`src/rtl/crctab_pkg.sv`:
```
// Shared definitions for the CRC lookup-table arbiter: table geometry,
// default requester count and the arbiter FSM state type.
package crctab_pkg;

  localparam int TAB_ADDR_W = 8;
  localparam int TAB_DATA_W = 32;
  localparam int NREQ_DEF   = 4;

  typedef enum logic {
    IDLE = 1'b0,
    LOCK = 1'b1
  } arb_state_t;

endpackage

```
`src/rtl/crctab_rr_pick.sv`:
```
// Combinational round-robin picker: returns the first set request found by
// searching circularly upward from rr_ptr, as a one-hot grant and an index.
module crctab_rr_pick #(
  parameter int NREQ = 4,
  parameter int ID_W = $clog2(NREQ)
) (
  input  logic [NREQ-1:0] req,
  input  logic [ID_W-1:0] rr_ptr,
  output logic [NREQ-1:0] gnt,
  output logic [ID_W-1:0] gnt_id,
  output logic            any_req
);

  // One extra bit so rr_ptr + offset cannot overflow before the modulo fold.
  localparam int CW = ID_W + 1;

  logic [CW-1:0] cand;

  // Walk the circular order from farthest to nearest so the nearest hit wins.
  always_comb begin
    // NOTE: every output gets a value before any branch; otherwise a path that
    // skips an assignment makes synthesis infer a latch.
    gnt     = '0;
    gnt_id  = '0;
    any_req = 1'b0;
    cand    = '0;
    for (int k = NREQ - 1; k >= 0; k--) begin
      cand = {1'b0, rr_ptr} + CW'(k);
      if (cand >= CW'(NREQ)) cand = cand - CW'(NREQ);
      if (req[cand[ID_W-1:0]]) begin
        gnt_id  = cand[ID_W-1:0];
        any_req = 1'b1;
      end
    end
    gnt[gnt_id] = any_req;
  end

endmodule

```
`src/rtl/crctab_arb.sv`:
```
// Arbiter sharing one combinational-read CRC table among NREQ requesters.
// Round-robin between bursts, locked to one owner for the length of a burst,
// one beat per cycle, registered response with 1-cycle latency.
module crctab_arb
  import crctab_pkg::*;
#(
  parameter int NREQ = NREQ_DEF,
  parameter int ID_W = $clog2(NREQ)
) (
  input  logic                  clk,
  input  logic                  rst,
  input  logic [NREQ-1:0]       req_valid,
  input  logic [NREQ*8-1:0]     req_addr,
  input  logic [NREQ-1:0]       req_last,
  output logic [NREQ-1:0]       req_ready,
  output logic [31:0]           tab_addr,
  input  logic [TAB_DATA_W-1:0] tab_rdata,
  output logic                  rsp_valid,
  input  logic                  rsp_ready,
  output logic [ID_W-1:0]       rsp_id,
  output logic [TAB_DATA_W-1:0] rsp_data,
  output logic                  rsp_last,
  output logic                  busy
);

  arb_state_t            state, state_nxt;
  logic [ID_W-1:0]       rr_ptr, rr_nxt;
  logic [ID_W-1:0]       owner, owner_nxt;
  logic [NREQ-1:0]       owner_mask;
  logic [NREQ-1:0]       elig;
  logic [NREQ-1:0]       gnt;
  logic [ID_W-1:0]       gnt_id;
  logic                  any_req;
  logic                  can_accept;
  logic                  accept;
  logic [TAB_ADDR_W-1:0] sel_addr;
  logic                  sel_last;

  function automatic logic [ID_W-1:0] next_id(input logic [ID_W-1:0] id);
    return (id == ID_W'(NREQ - 1)) ? '0 : id + 1'b1;
  endfunction

  // While locked only the burst owner may compete for the table.
  always_comb begin
    owner_mask        = '0;
    owner_mask[owner] = 1'b1;
    elig              = (state == LOCK) ? (req_valid & owner_mask) : req_valid;
  end

  crctab_rr_pick #(
    .NREQ (NREQ),
    .ID_W (ID_W)
  ) u_pick (
    .req     (elig),
    .rr_ptr  (rr_ptr),
    .gnt     (gnt),
    .gnt_id  (gnt_id),
    .any_req (any_req)
  );

  // The response register can take a new beat if it is empty or draining now.
  assign can_accept = !rsp_valid || rsp_ready;
  assign accept     = !rst && any_req && can_accept;
  assign req_ready  = {NREQ{accept}} & gnt;
  assign tab_addr   = accept ? {{(32 - TAB_ADDR_W){1'b0}}, sel_addr} : '0;
  assign busy       = !rst && ((state == LOCK) || rsp_valid);

  // Mux the granted requester's address and last flag with the one-hot grant.
  always_comb begin
    sel_addr = '0;
    for (int i = 0; i < NREQ; i++) begin
      if (gnt[i]) sel_addr = req_addr[i*8 +: 8];
    end
    sel_last = |(gnt & req_last);
  end

  // Next-state logic: open a burst on a non-last beat, close it on the last.
  always_comb begin
    state_nxt = state;
    rr_nxt    = rr_ptr;
    owner_nxt = owner;
    if (accept) begin
      unique case (state)
        IDLE: begin
          if (sel_last) begin
            rr_nxt = next_id(gnt_id);
          end else begin
            state_nxt = LOCK;
            owner_nxt = gnt_id;
          end
        end
        LOCK: begin
          if (sel_last) begin
            state_nxt = IDLE;
            rr_nxt    = next_id(owner);
          end
        end
        default: state_nxt = IDLE;
      endcase
    end
  end

  // Arbitration state register.
  always_ff @(posedge clk) begin
    // NOTE: non-blocking assignments make every register sample the values
    // from before this edge, so the update order inside the block is irrelevant.
    if (rst) begin
      state  <= IDLE;
      rr_ptr <= '0;
      owner  <= '0;
    end else begin
      state  <= state_nxt;
      rr_ptr <= rr_nxt;
      owner  <= owner_nxt;
    end
  end

  // Response register: load on accept, clear on drain, otherwise hold.
  always_ff @(posedge clk) begin
    if (rst) begin
      rsp_valid <= 1'b0;
      rsp_id    <= '0;
      rsp_data  <= '0;
      rsp_last  <= 1'b0;
    end else if (accept) begin
      rsp_valid <= 1'b1;
      rsp_id    <= gnt_id;
      rsp_data  <= tab_rdata;
      rsp_last  <= sel_last;
    end else if (rsp_ready) begin
      rsp_valid <= 1'b0;
    end
  end

endmodule

```
`config.mk`:
```
export PLATFORM = sky130hd
export DESIGN_NAME = crctab_arb
export DESIGN_NICKNAME = d
export VERILOG_FILES = /design/src/rtl/crctab_pkg.sv /design/src/rtl/crctab_rr_pick.sv /design/src/rtl/crctab_arb.sv
export SDC_FILE = /design/constraint.sdc
export NUM_CORES = 1
export LEC_CHECK = 0
export ABC_AREA = 1
export BUFFER_PORTS_ARGS = -buffer_cell sky130_fd_sc_hd__buf_2
export CORE_MARGIN = 10
export CORE_UTILIZATION = 37
export CTS_CLUSTER_DIAMETER = 60
export DETAILED_ROUTE_END_ITERATION = 7
export PLACE_DENSITY = 0.69
export SYNTH_ARGS = -nofsm -noshare
export SYNTH_HDL_FRONTEND = slang
export SYNTH_SLANG_ARGS = --single-unit
```
`constraint.sdc`:
```
create_clock -name clk -period 2.6 [get_ports clk]
set_input_delay 0.13 -clock clk [delete_from_list [all_inputs] [get_ports clk]]
set_output_delay 0.13 -clock clk [all_outputs]
set_load 0.03 [all_outputs]
```
==> qor.csv <==
metric;value;unit
run status;finished, violations left;
failing checks;negative setup slack;
sequential area share after synthesis;33.9;%
clock latency on the worst-skew pair;290;ps
number of global-route vias before repair;2756;
DR iter-0 viols;95;
Distinct cells, synth;29;
Total Die Area;10200;um2
Setup crit start kind;flop;
ys flop type;dfxtp_1;
kind of critical path;reg2out;
Core ar.;6350;um2
top post-synthesis cells by count;nand2_1, nand3_1, dfxtp_1;
max cap viols;0;
final wirelength;8.94;mm
Final period util;109;%
CTS sink cnt;41;
Finished Core Util;63.3;%
hold crit path type;in2reg;
worst reg2reg setup slack;10;ps
endpoints failing hold;0;
initial core utilization;38.1;%
Critical R2R Capture;rr_ptr[1]$_SDFFE_PP0P_;
RSZ-0062 raised after global routing;yes;
GPL Wtd Cong;0.899;
Hold Crit Start;tab_rdata[22];
final setup fails;12;
Reg2Reg Depth;20;
Final min period;2820;ps
Synth top area share;33.9;%
synthesized instance count;348;
Avg Cell Area, Syn;6.95;um2
Detailed Place HPWL;6.28;mm
Final WS setup;-221;ps
layout net count;591;
Critical Path End Type;primary output;
Die Wd;101;um
CP arrival;2690;ps
Async SR Flop Fraction;0;%
layout cells sized above 1;54.2;%
cts bufs inserted;5;
H-tree Lvls;2;
post-synth top area cell;dfxtp_1;
wire length per cell;15.3;um
#FFs+latches synth;41;
YS warnings;0;
global-route usage over all layers;15.2;%
Antenna Cells;0;
Critical Path Fanout Max;8;
fmax;354;MHz
antenna violations before repair;0;
fill cell count;551;
WP data required;2470;ps
Remaining Overflow, GRT;0;
CTS Root Buffer Type;clkbuf_8;
largest net degree at the start of global routing;40;
first-pass GRT wire length;12.8;mm
CTS tree;done;
Clk pin slew, worst setup/hold paths;80;ps
Place WS;-182;ps
DR pass1 iterations;4;
WHS Path Cells;3;
Clock Skew;9.77;ps
Post-synth EDFFs;0;
Max rail drop VDD;0.000961;V
num ports;148;
Post-DRT Antenna Nets;0;
Via Count;2807;
Hold Path End;rsp_data[22]$_SDFFE_PP0P_;
Slew Viols, Final;0;
Cell Area, Synth;2420;um2
reg-to-reg startpoint;owner[1]$_SDFFE_PP0P_;
Port Buffers;123;
count leader, synth;nand2_1;
vias per cell;4.79;
die height;101;um
Area Overhead vs Synth;66.2;%
largest cells by area after synthesis;dfxtp_1, nand2_1, nand3_1;
DRC errors left;0;
row count;29;
Power Density;1400;nW/um2
leakage power;0.00214;uW
Max Root-Sink Buffers;2;
==> worst max-delay path, stage by stage (launching register included) <==
cell and delay, ps:
dfxtp_4 410, inv_6 60, ha_4 160, inv_4 50, nand2_4 60, nand3_4 80, nand2_4 60, nand2_2 80
a21boi_2 200, o21ai_2 80, a21boi_2 150, buf_4 150, inv_4 50, ha_4 160, nand2_4 90, inv_8 60
nand3_1 110, nand3_2 70, o211ai_1 90, nand2_1 90, buf_6 140
==> where the power goes <==
| group | internal, uW | switching (uW) |
|---|---|---|
| registers | 858 | 150 |
| logic | 1680 | 2410 |
| clock network | 312 | 225 |
| total | 2850 | 2790 |
==> cells in the final DEF (no fill, tap or decap), types with 7 or more instances in the layout <==
cell type and count:
buf_2 112, buf_4 32, buf_6 18, conb_1 24
dfxtp_1 37, ha_4 8, nand2_1 100, nand2_2 23
nand2_4 11, nand3_1 42, nand3_2 21, nor2_1 10
o211ai_1 7
==> layer usage <==
layer / routed length [um] / track usage, % / vias to the layer above / share of wire (%)
met5: 0 / 0 / - / 0
met4: 178 / 4.35 / 0 / 2.0
met3: 978 / 7.06 / 14 / 11
met2: 4240 / 26.1 / 129 / 47
met1: 3550 / 16.1 / 1271 / 40
li1: - / - / 1393 / -
==> state kept, by name, summed over array words and instances, names as in the netlist <==
register / count
state: 1
rsp_id: 2
rsp_data: 32
rsp_last: 1
owner: 2
rr_ptr: 2
rsp_valid: 1
==> stage by stage <==
stage | std cells | TNS, ps | cell area, um2 | power [uW] | hold WS, ps
6_report | 586 | -1990 | 4020 | 5640 | 25.8
5_1_grt | 586 | -3830 | 4020 | 6020 | 25.6
4_1_cts | 574 | -772 | 3670 | 5070 | 17.3
3_5_place_dp | 550 | -1400 | 3100 | 3690 | 328
3_3_place_gp | 550 | -92.0 | 3100 | 3660 | 323
2_1_floorplan | 371 | -34.5 | 2510 | 2910 | 199
==> cell families after synthesis <==
logic type | synth area share, %
simple gates | 41.9
other cells | 0.155
compound gates | 6.00
flops | 33.9
fa+ha+maj | 4.14
buf+inv | 13.9
==> layout make-up <==
cell class | instances | area, um2 | area share (%)
clock buffer | 6 | 82.6 | 2.05
clock inverter | 2 | 37.5 | 0.933
inverter | 20 | 116 | 2.89
multi-input combinational | 273 | 1750 | 43.5
sequential | 41 | 831 | 20.7
tap | 77 | 96.3 | 2.40
timing repair buffer | 167 | 1110 | 27.6
==> what timing repair did <==
action	4_1_cts	5_1_grt
endpoints found under the setup margin	15	18
setup buffers	15	13
pin swaps	30	40
hold buffers	0	0
gates resized for setup	93	62
hold endpoints to repair	0	0
gates cloned	1	1
==> how the worst max path moves through the flow <==
stage / depth (start not counted) / slack, ps / end / startpoint
after floorplan: 17 / -30 / tab_addr[7] / owner[0]$_SDFFE_PP0P_
after global placement: 19 / -30 / tab_addr[3] / owner[0]$_SDFFE_PP0P_
after detailed placement: 19 / -180 / tab_addr[3] / owner[0]$_SDFFE_PP0P_
after CTS: 20 / -110 / tab_addr[2] / owner[0]$_SDFFE_PP0P_
after global routing: 20 / -340 / tab_addr[3] / owner[1]$_SDFFE_PP0P_
final: 20 / -220 / tab_addr[1] / owner[1]$_SDFFE_PP0P_
Power figures use the tool's default switching activity.
